File: src/rtl/nibble_serializer.sv
// nibble_serializer: parallel word to serial bit stream, valid/ready input
// side, registered serial output with frame_start/frame_done pulses.
// Ports: clock, reset (sync, active-high), in_valid, in_data[WIDTH],
//   in_ready, sout, sout_valid, frame_start, frame_done, busy.
// Optional even-parity trailer bit: define NIBBLE_SERIALIZER_PARITY_EN.
module nibble_serializer #(
  parameter int WIDTH     = 4,
  parameter int LSB_FIRST = 1
) (
  input  logic             clock,
  input  logic             reset,
  input  logic             in_valid,
  input  logic [WIDTH-1:0] in_data,
  output logic             in_ready,
  output logic             sout,
  output logic             sout_valid,
  output logic             frame_start,
  output logic             frame_done,
  output logic             busy
);

  localparam int CW = $clog2(WIDTH);
  localparam logic [CW-1:0] LAST = CW'(WIDTH - 1);
  localparam logic [CW-1:0] PENU = CW'(WIDTH - 2);

`ifdef NIBBLE_SERIALIZER_PARITY_EN
  typedef enum logic [1:0] {IDLE, SHIFT, PAR} state_t;
`else
  typedef enum logic [1:0] {IDLE, SHIFT} state_t;
`endif

  state_t           state, state_n;
  logic [CW-1:0]    cnt, cnt_n;
  logic [WIDTH-1:0] sh, sh_n;
  logic             sout_n, sv_n, fs_n, fd_n;
  logic             last, accept;

`ifdef NIBBLE_SERIALIZER_PARITY_EN
  logic par, par_n;
  assign last = (state == PAR);
`else
  assign last = (state == SHIFT) && (cnt == LAST);
`endif

  // Ready in IDLE or while the final frame bit is on sout,
  // which lets the next frame follow with no gap.
  assign in_ready = !reset && ((state == IDLE) || last);
  assign accept   = in_valid && in_ready;
  assign busy     = (state != IDLE);

  always_comb begin
    state_n = state;
    cnt_n   = cnt;
    sh_n    = sh;
    sout_n  = 1'b0;
    sv_n    = 1'b0;
    fs_n    = 1'b0;
    fd_n    = 1'b0;
`ifdef NIBBLE_SERIALIZER_PARITY_EN
    par_n   = par;
`endif
    if (accept) begin
      state_n = SHIFT;
      cnt_n   = '0;
      sh_n    = in_data;
      sout_n  = (LSB_FIRST != 0) ? in_data[0] : in_data[WIDTH-1];
      sv_n    = 1'b1;
      fs_n    = 1'b1;
`ifdef NIBBLE_SERIALIZER_PARITY_EN
      par_n   = ^in_data;
`endif
    end else begin
      unique case (state)
        IDLE: begin
          state_n = IDLE;
        end
        SHIFT: begin
          if (cnt != LAST) begin
            cnt_n  = cnt + CW'(1);
            sh_n   = (LSB_FIRST != 0) ? (sh >> 1) : (sh << 1);
            sout_n = (LSB_FIRST != 0) ? sh_n[0] : sh_n[WIDTH-1];
            sv_n   = 1'b1;
`ifndef NIBBLE_SERIALIZER_PARITY_EN
            fd_n   = (cnt == PENU);
`endif
          end else begin
`ifdef NIBBLE_SERIALIZER_PARITY_EN
            state_n = PAR;
            sout_n  = par;
            sv_n    = 1'b1;
            fd_n    = 1'b1;
`else
            state_n = IDLE;
`endif
          end
        end
`ifdef NIBBLE_SERIALIZER_PARITY_EN
        PAR: begin
          state_n = IDLE;
        end
`endif
        default: begin
          state_n = IDLE;
        end
      endcase
    end
  end

  always_ff @(posedge clock) begin
    if (reset) begin
      state       <= IDLE;
      cnt         <= '0;
      sh          <= '0;
      sout        <= 1'b0;
      sout_valid  <= 1'b0;
      frame_start <= 1'b0;
      frame_done  <= 1'b0;
`ifdef NIBBLE_SERIALIZER_PARITY_EN
      par         <= 1'b0;
`endif
    end else begin
      state       <= state_n;
      cnt         <= cnt_n;
      sh          <= sh_n;
      sout        <= sout_n;
      sout_valid  <= sv_n;
      frame_start <= fs_n;
      frame_done  <= fd_n;
`ifdef NIBBLE_SERIALIZER_PARITY_EN
      par         <= par_n;
`endif
    end
  end

endmodule

File: config.mk
export PLATFORM = sky130hd
export DESIGN_NAME = nibble_serializer
export DESIGN_NICKNAME = d
export VERILOG_FILES = /design/src/rtl/nibble_serializer.sv
export SDC_FILE = /design/constraint.sdc
export NUM_CORES = 1
export LEC_CHECK = 0
export CORE_AREA = 2 2 39 41
export CTS_CLUSTER_SIZE = 24
export DETAILED_ROUTE_END_ITERATION = 10
export DIE_AREA = 0 0 41 43
export PLACE_DENSITY = 0.66
export SLEW_MARGIN = 15
export SYNTH_ARGS = -nofsm -noshare
export SYNTH_HDL_FRONTEND = slang
export SYNTH_SLANG_ARGS = --single-unit
File: constraint.sdc
create_clock -name clock -period 1.18 [get_ports clock]
set_input_delay 0.177 -clock clock [delete_from_list [all_inputs] [get_ports clock]]
set_output_delay 0.177 -clock clock [all_outputs]
set_load 0.01 [all_outputs]
## Yosys cells after proc, flatten, opt, wreduce, memory -nomap -nowiden

Index checks and enable logic that the tools add are counted.

- Flip-flop bits (word level): 11
- Bits of input ports: 7
- Output and inout bits: 6
- Logic and storage cells: 39

- Add/sub/neg operators: 1
- Equal/unequal tests: 4
- Multiplexer cells: 13
- Bitwise gates (word level): 2
- Reductions and logical operators: 12

Operator list:

| kind | count |
|---|---|
| 4-bit 2-to-1 mux | 3 |
| 1-bit 2-to-1 mux | 10 |
| 2-bit == test, second input constant | 2 |
| 2-bit AND reduction | 2 |
| 2-bit nonzero test | 2 |
| 4-bit OR reduction | 1 |
| 1-bit logical AND | 3 |
| 3-bit != test, second input constant | 1 |
| 2-bit by 1-bit adder with 2-bit output, second input constant | 1 |
| 2-bit zero test | 1 |
| 2-bit != test, second input constant | 1 |
| 1-bit inverter | 2 |
| 2-bit OR reduction | 1 |
| 1-bit zero test | 1 |
| 1-bit logical OR | 1 |

## Longest topological paths before layout

- Depth after elaboration: 7
- Gate-level depth with buffers: 4

## Worst setup path before layout

OpenSTA, ideal clock, no wires.

- Path kind: reg-to-reg
- From: reg cnt[1]
- To: reg cnt[0]
- Library setup time: 0.066 ns
- Data arrival time: 1.004 ns
- Path slack: 0.110 ns
- Cell stages (with the launch flop): 5
- Path through: dfxtp_1 -> ha_1 -> nor2b_4 -> or3_1 -> a21oi_2

- Word-level cells in the longest chain between the ends: 6

Ends and longest elaborated chain:

| item | RTL line | source |
|---|---|---|
| from (decl) | 33 | `logic [CW-1:0] cnt, cnt_n;` |
| from (signal assigned) | 123 | `cnt <= cnt_n;` |
| 2-bit == test | 42 | `assign last = (state == SHIFT) && (cnt == LAST);` |
| 1-bit logical AND | 42 |  |
| 1-bit logical OR | 47 | `assign in_ready = !reset && ((state == IDLE) \|\| last);` |
| 1-bit logical AND | 47 |  |
| 1-bit logical AND | 48 | `assign accept = in_valid && in_ready;` |
| 2-bit OR reduction (no line) | -- |  |

Parallel ways exist; a longest one is shown, timed or not.
A chain may end at the register's enable or synchronous reset.

## Worst setup path in the final report

- From: reg cnt[0]
- To: out in_ready

- Word-level cells in the longest chain between the ends: 4

Ends and longest elaborated chain:

| item | RTL line | source |
|---|---|---|
| 2-bit == test | 42 |  |
| 1-bit logical AND | 42 |  |
| 1-bit logical OR | 47 |  |
| 1-bit logical AND | 47 |  |
| to (decl) | 14 | `output logic in_ready,` |

No other way between the ends.

==> impl_metrics.tcl <==
set metrics [dict create \
    status "complete, but fails checks" \
    failed_checks "negative setup slack" \
    antenna_found_initial 0 \
    setup-tns-final_ps -63.8 \
    syn_avg_cell_area_sq_um 10.3 \
    grt_first_pass_wirelength_um 1460 \
    ys.warnings.count 0 \
    final-hold-violation-count 0 \
    cts_buffer_depth 2 \
    grtUsageMet1_pct 15.8 \
    utilization_pct 44.8 \
    port-buffer-count 12 \
    ir_drop_uv 477 \
    cts-htree-levels 1 \
    max_freq_ghz 0.804 \
    grt_max_degree 10 \
    synthesis.area_sq_um 413 \
    worstHoldPathType "flip-flop to flip-flop" \
    rr_endpoint "cnt[0]" \
    min_period_over_period_pct 105 \
    drc_errors 0 \
    min_from "sh[1]" \
    avgViaCountPerCell 4.48 \
    r2r_slack_ps 10 \
    die_area_sq_um 1760 \
    die_width_um 41 \
    fp.dieH_um 43 \
    clock_latency_ps 260 \
    antenna_cells 0 \
    r2r_start "cnt[0]" \
    maxSlewHeadroom_pct 82.9 \
    p_leak_nw 0.268 \
    synth_cells 40 \
    fin_worst_skew_ps 4.85 \
    grt.busiest_layer "met2" \
    routabilityCongestion 0.740 \
    p_per_area_nw_per_um2 1150 \
    core_sq_um 1380 \
    synth_cell_types 19 \
    antenna_left 0 \
    cts_tree "built" \
    final_layout_size_suffix_gt1_share_pct 35.6 \
    hold_buffers 0 \
    first_iter_violations 2 \
    synth_nets 49 \
    finalSetupViolations 1 \
    grt_util_met2_pct 17.2 \
    routedWlPerCell_um 11.7 \
    drv_slew 0 \
    clkSlewWorstSetupHoldPaths_ps 60 \
    reg2reg_depth 5 \
    numCtsBuffers 3 \
    setup_ws_ps -63.8 \
    maxCapViolations 0 \
    cp_data_arrival_time_ps 1070 \
    synth_seq_area_share_pct 48.5 \
    crit_path_max_fanout 2 \
    grt.total_usage_pct 12.9 \
    root_buffer "clkbuf_4" \
    yosys.area.top_type_share_pct 48.5 \
    num_vias 336 \
    critPathRequiredTime_ps 1000 \
    met3_usage_pct 3.14 \
    drt_pass1_iterations 3 \
    endpoint "in_ready" \
    synth_top_area_cell "dfxtp_1" \
    cp-end-kind "output pin" \
    synth_seq_cells 10 \
    pre_cts_slack_ps -302 \
    start_util_pct 29.8 \
    fp-row-count 14 \
    final_nets 70 \
    area_growth_pct 50.3 \
    fin_hold_ws_ps 459 \
    finalCriticalPeriod_ps 1240 \
    grt_pass1_vias 344 \
    grt.overflow.total 0 \
    io_pins 13 \
    crit_start "cnt[0]" \
    tightest_slew_ps 255 \
    clock-sinks 10 \
    startpoint_type "flip-flop" \
    place_hpwl_um 607 \
    rsz0062_at_grt "true" \
    path_class "flip-flop to output pin" \
    routed_wl_um 881 \
    nFillCells 149 \
    synth_top_cells_by_area "dfxtp_1, mux2i_1, ha_1" \
]
## logic make-up after synthesis
| kind of cell | Yosys count | synth area share [%] |
|---|---|---|
| muxes | 3 | 7.27 |
| buffers and inverters | 3 | 6.36 |
| AOI/OAI and AO/OA | 5 | 8.18 |
| adders and majority gates | 2 | 6.06 |
| DFF | 10 | 48.5 |
| and+or+nand+nor | 17 | 23.6 |
## power by group
| group | switching, mW | internal, mW | leakage [nW] |
|---|---|---|---|
| Clock | 0.106 | 0.117 | 0.0138 |
| Sequential | 0.0100 | 0.359 | 0.0833 |
| Combinational | 0.0547 | 0.0704 | 0.171 |
| Total | 0.170 | 0.546 | 0.268 |
## registers in the layout, summed over array words and instances (netlist names)
register / count
sh: 3
frame_start: 1
cnt: 2
frame_done: 1
sout_valid: 1
sout: 1
state: 1
## layout make-up
cell class	count	area (sq um)	area share (%)
Multi-Input combinational cell	27	213	34.3
Sequential cell	10	203	32.7
Timing Repair Buffer	18	159	25.6
Clock buffer	3	22.5	3.63
Tap cell	16	20.0	3.23
Inverter	1	3.75	0.605
## routing by layer
metal  routed length (um)  up-vias  part of all wire [%]
met5                    0        -                     0
met4                   28        0                   3.2
met3                   70        4                   7.9
met2                  396       13                    45
met1                  385      146                    44
li1                     -      173                     -
## how the worst min path moves through the flow
stage,to,slack (ps),cells after the start
2_1_floorplan,sout,340,2
3_3_place_gp,sout,450,2
3_5_place_dp,sout,460,2
4_1_cts,sout,460,2
5_1_grt,sout,490,2
6_report,sout,460,2
## stage by stage
stage	std cells	instance area, sq um	total power, mW
floorplan	40	413	0.436
global placement	71	568	0.493
detailed placement	71	568	0.496
CTS	76	626	0.730
global route	75	621	0.761
finish	75	621	0.717
## cell usage after synthesis
cell type and number:
buf_6 2, a211oi_1 2, and2_2 1, nor3_1 1, dfxtp_1 10, inv_1 1
nand3_1 1, nor2_1 6, ha_1 2, or3_1 1, nor3b_1 1, a21oi_2 1
nand2_1 2, mux2i_1 3, a21oi_1 2, nand3b_1 1, nor2b_4 1, nand2b_2 1
nand2b_1 1
## cell usage in the layout (no fill, tap or decap)
master	n
buf_6	1
nor3_1	1
nand3_1	1
clkdlybuf4s15_1	1
dfxtp_1	8
nor3b_1	1
buf_4	5
ha_4	1
clkbuf_4	3
or3_4	1
a211oi_1	2
buf_2	1
nand2b_1	1
mux2i_1	3
and2_2	1
nand3b_1	1
inv_1	1
dlygate4sd2_1	4
nor2_1	4
dfxtp_2	2
nor2b_4	1
nand2b_2	1
nor2_2	2
clkdlybuf4s50_1	6
a21oi_1	1
nand2_1	2
ha_1	1
a21oi_2	2
## what timing repair did
item                                    CTS  global route
endpoints found under the setup margin    7             8
pin swaps                                 3             3
gates resized for setup                  14             6
hold endpoints to repair                  0             0
buffers inserted                          2             0
cloned                                    0             0
## critical path, stage by stage, from the launching register on
cell	delay [ps]
dfxtp_2	340
ha_4	160
nor2b_4	130
nor2_2	50
buf_2	130
(Power assumes the default switching activity.)
==> edit 1, RTL diff (same settings) <==
Reset style: asynchronous (`reset`), changed in one clocked block.
--- a/src/rtl/nibble_serializer.sv
+++ b/src/rtl/nibble_serializer.sv
@@ -106,7 +106,7 @@
     end
   end
 
-  always_ff @(posedge clock) begin
+  always_ff @(posedge clock or posedge reset) begin
     if (reset) begin
       state       <= IDLE;
       cnt         <= '0;
Formal check against the unedited RTL: differs if reset is asserted again (counterexample within 4 cycles, from zero or initial values and one cycle with reset high); with reset held inactive, the same outputs for 10 cycles.
==> edit 1 against the original RTL <==
  * The flow still finishes with violations (negative setup slack)
  * Wire length increased by 2.8%
  * Area after synthesis up 5.2%
  * Critical path depth unchanged
  * Count of clock-buffer cells in the layout stayed put
  * Sequential cell count unchanged
  * Final area rose by 12%
  * Setup slack worse by 0.16 ns
  * Critical endpoint unchanged
  * Highest routed layer unchanged
Power is not compared: it rests on default switching activity, and its combinational part moved more than twofold at a synthesized area within 25%.
==> edit 1: results (changes against the original RTL) <==
Parameter                              Value

Cells and area
  Filler-free cell count of the finished design    82 (+9.3%)
  Total Nets Final    77 (+10%)
  Biggest registers after layout    sh (3), cnt (2)
  Share of cells above drive strength 1    37.9% (+2.3 points)
  Diode insertion count for antenna repair    0 (unchanged)
  Relative area change from synthesis to final layout    59.7%

STA
  Max Slew Vio Count    0 (unchanged)
  Total negative setup slack    -0.466 ns (-0.403 ns)
  Smallest setup slack after layout    -0.221 ns (-0.157 ns)
  Transition time at the pin with the least slew margin    0.388 ns (+0.133 ns)
  Setup violation total in the final timing report    3 (+2)
  Setup skew after layout    0.000652 ns (-0.00420 ns)

Clock network
  Maximum count of clock buffers along a single path    2 (unchanged)
  Total CTS buffers    3 (unchanged)
  Clock-pin slew on the worst setup and hold paths    0.06 ns (about the same)
  Maximum level of the CTS H-tree    1 (unchanged)
  Clock network latency to the later pin of the worst-skew pair    0.26 ns (about the same)
  Clock root buffer    sky130_fd_sc_hd__clkbuf_4

Hold path
  Worst hold-check path type    in2async

Synthesis
  Yosys warnings    0 (unchanged)
  Post-synthesis cell type count    15 (-4)
  Synthesized netlist net count    51 (+4.1%)
  Post-synthesis sequential area ratio    57.6% (+9.2 points)
  Synthesized instance count    42 (+5.0%)
  Most frequent cells after synthesis    sky130_fd_sc_hd__dfrtp_1 (10), sky130_fd_sc_hd__nand2_1 (9), sky130_fd_sc_hd__nor2_1 (3)
  Main area contributors after synthesis    sky130_fd_sc_hd__dfrtp_1 (58%), sky130_fd_sc_hd__nand2_1 (7.8%), sky130_fd_sc_hd__ha_1 (5.8%), sky130_fd_sc_hd__and2b_1 (3.5%), sky130_fd_sc_hd__a31oi_1 (2.9%)
  Top_reg_cell synth    sky130_fd_sc_hd__dfrtp_1
  Synth async-reset ratio    100% (+100 points)

Detailed routing
  WL final    906 µm (+2.8%)
  Iteration count of the initial detailed-routing pass    4 (+1)
  1st-iter DRT viols    16 (+14)
  Vias    390 (+16%)

Pwr
  Worst vdd rail ir drop    between 0.001 and 0.0015 V
  LEAKAGE    about 0.34 nW

Global route
  Overall track demand over capacity in global routing    12.0% (-0.86 points)
  Wire length of the first global-routing pass    1460 µm (unchanged)
  Number of antenna violations at the first check in global routing    0 (unchanged)
  Via count of the first global-routing pass    344 (unchanged)
  Largest net degree at the start of global routing    11 (+1)

Place
  Detailed Place HPWL    578 µm (-4.7%)
  Final Wtd Congestion    0.807 (+9.1%)
  Area after detailed placement    612 µm² (+7.7%)
  Number of port buffers    12 (unchanged)
  Post-place setup slack    -0.341 ns (-0.0390 ns)
  Dpl cells    75 (+5.6%)

Run status
  Result of the run    complete, but fails checks
  Failing checks    negative setup slack

Worst setup path
  Largest fanout on the critical path    2 (unchanged)
  Arrival time at the worst endpoint    1.22 ns (+0.15 ns)
## edit 1: cell count changes after synthesis, sizes merged, moves of 2 or more
cell	before	now
dfxtp	10	0
mux2i	3	0
a211oi	2	0
nand2	2	9
dfrtp	0	10
o21ai	0	2
a31oi	0	2
nor2	6	4
and2b	0	2
## edit 1: kinds of logic after synthesis
group | Yosys count | share of synthesized area, %
AND/OR/NAND/NOR | 19 | 21.6
AO/OA/AOI/OAI | 7 | 9.51
buffers and inverters | 4 | 5.47
adder cells (fa/ha/maj) | 2 | 5.76
flip-flops | 10 | 57.6
## edit 1: worst paths after layout
| kind | from | endpoint | slack, ns | cells after the start |
|---|---|---|---|---|
| worst max-delay path | cnt[1] | in_ready | -0.22 | 4 |
| worst min-delay path | reset | cnt[0] | 0.34 | 3 |
| worst max register to register | cnt[1] | sout | -0.13 | 5 |
| worst min register to register | sh[1] | sout | 0.51 | 1 |
| max in group asynchronous | reset | sh[2] | 0.56 | 3 |
| min in group clock | in_data[3] | sh[3] | 0.47 | 3 |
## edit 1: per-layer routing
metal / vias up / share of wire, % / track usage (%)
met2: 18 / 49 / 15.6
li1: 188 / - / -
met5: - / 0 / 0
met4: 0 / 1.1 / 4.00
met1: 182 / 42 / 18.4
met3: 2 / 7.9 / 3.66
## edit 1: per-stage QoR
step	power (W)	hold slack (ns)
final	0.00175	0.344
after global routing	0.00188	0.425
after floorplan	0.000942	0.0172
after detailed placement	0.00132	0.507
after CTS	0.00158	0.368
after global placement	0.00130	0.492
## edit 1: final cells by class
class | count | area, µm²
Clock buffer | 3 | 22.5
Fill cell | 123 | 691
Inverter | 2 | 7.51
Multi-Input combinational cell | 29 | 205
Sequential cell | 10 | 250
Tap cell | 16 | 20.0
Timing Repair Buffer | 22 | 188
## edit 1: worst max-delay path, stage by stage, from the launching register on
cell and delay [ns]:
sky130_fd_sc_hd__dfrtp_1 0.36, sky130_fd_sc_hd__ha_2 0.18, sky130_fd_sc_hd__and2b_2 0.22, sky130_fd_sc_hd__nor2_1 0.07
sky130_fd_sc_hd__buf_2 0.13
## edit 1: timing repair
item	4_1_cts	5_1_grt
buffers inserted	3	1
setup endpoints to repair	13	8
cloned	0	1
gates resized for setup	16	7
pin swaps	2	3
## edit 1: power breakdown
part / leakage, nW / switching [W] / internal [W]
registers: 0.123 / 0.0000633 / 0.000490
logic: 0.199 / 0.000445 / 0.000519
clock network: 0.0138 / 0.000111 / 0.000118
==> edit 2, RTL diff (same settings) <==
Made on the original files. `WIDTH`: 4 -> 2.
--- a/src/rtl/nibble_serializer.sv
+++ b/src/rtl/nibble_serializer.sv
@@ -4,7 +4,7 @@
 //   in_ready, sout, sout_valid, frame_start, frame_done, busy.
 // Optional even-parity trailer bit: define NIBBLE_SERIALIZER_PARITY_EN.
 module nibble_serializer #(
-  parameter int WIDTH     = 4,
+  parameter int WIDTH     = 2,
   parameter int LSB_FIRST = 1
 ) (
   input  logic             clock,
Ports: changed (resized in_data); port bits go from 13 to 11. The function was not compared with the original's and may differ.
==> edit 2 against the original RTL <==
  * Power shrank 22%
  * Setup slack gained 0.10 ns
  * Combinational power shrank 35%
  * Sequential cell count shrank 3
  * Final area shrank 36%
  * Wire length shrank 46%
  * Area after synthesis shrank 47%
  * Via count shrank 38%
  * Sequential power shrank 30%
==> edit 2: results (changes against the original RTL) <==
Parameter                              Value

Synthesis
  Synthesized instance count    22 (-45%)
  Post-synthesis cell type count    10 (-9)
  Post-synthesis sequential area ratio    63.6% (+15 points)
  Synthesized netlist net count    27 (-45%)
  Main area contributors after synthesis    sky130_fd_sc_hd__dfxtp_1 (64%), sky130_fd_sc_hd__nor2_1 (8.5%), sky130_fd_sc_hd__nand2b_1 (5.7%), sky130_fd_sc_hd__a21oi_1 (4.5%), sky130_fd_sc_hd__mux2i_1 (4.5%)

Run status
  Result of the run    completed

Detailed routing
  Vias per std cell    3.75 (-16%)
  Topmost layer with routed signal wires    met3
  1st-iter DRT viols    11 (+9)
  Post-detailed-route wirelength per cell    8.43 µm (-28%)
  Iteration count of the initial detailed-routing pass    4 (+1)

Worst setup path
  Kind of cell adding the most delay to the critical path    buffers and inverters
  Endpoint of the lowest-slack register-to-register path    sout
  Cells on worst reg2reg path    4 (-1)
  End point of the critical path    busy
  Register-to-register path setup slack    0.30 ns (+0.29 ns)
  Crit path from    state[0]
  Worst reg2reg path startpoint    cnt
  Longest individual stage delay on the worst path    0.31 ns (-0.03 ns)
  Worst-path cell with the longest stage delay    sky130_fd_sc_hd__dfxtp_1

Place
  Final Wtd Congestion    0.705 (-4.6%)
  Dpl cells    52 (-27%)
  Number of port buffers    10 (-2)

STA
  Setup skew after layout    0.00408 ns (-0.000772 ns)
  Max transition margin    89.0% (+6.1 points)

Pwr
  Clock network power consumption    0.000216 W (-3%)
  LEAKAGE    0.183 nW (-32%)

Cells and area
  Filler-free cell count of the finished design    56 (-25%)
  Total Nets Final    46 (-34%)

Global route
  Met1 GRT Util    7.17% (-8.6 points)
  Largest net degree at the start of global routing    7 (-3)
  Met3 track utilization from global routing    4.71% (+1.6 points)
  Wire length of the first global-routing pass    765 µm (-48%)
  Via count of the first global-routing pass    207 (-40%)

Clock network
  Total of cells resized after clock tree synthesis    9 (-5)
-- edit 2: through the flow --
stage / hold slack, ns / total power (W) / instance area, µm² / worst slack (ns)
floorplan: 0.246 / 0.000291 / 220 / 0.253
global placement: 0.445 / 0.000351 / 370 / -0.291
detailed placement: 0.446 / 0.000352 / 370 / -0.306
CTS: 0.453 / 0.000564 / 385 / 0.0162
global route: 0.498 / 0.000592 / 394 / 0.0114
finish: 0.453 / 0.000556 / 394 / 0.0378
-- edit 2: kinds of logic (layout without fill, tap and decap cells) --
group | count (synthesis) | after routing | synth area share, %
flops | 7 | 7 | 63.6
mux | 1 | 1 | 4.55
compound gates | 2 | 2 | 4.55
simple gates | 12 | 12 | 27.3
buf+inv | 0 | 18 | 0
-- edit 2: area by class of cell --
type                            count  area, µm²
Sequential cell                     7        141
Timing Repair Buffer               14        119
Tap cell                           16       20.0
Fill cell                         154        990
Clock buffer                        4       26.3
Multi-Input combinational cell     15       87.6
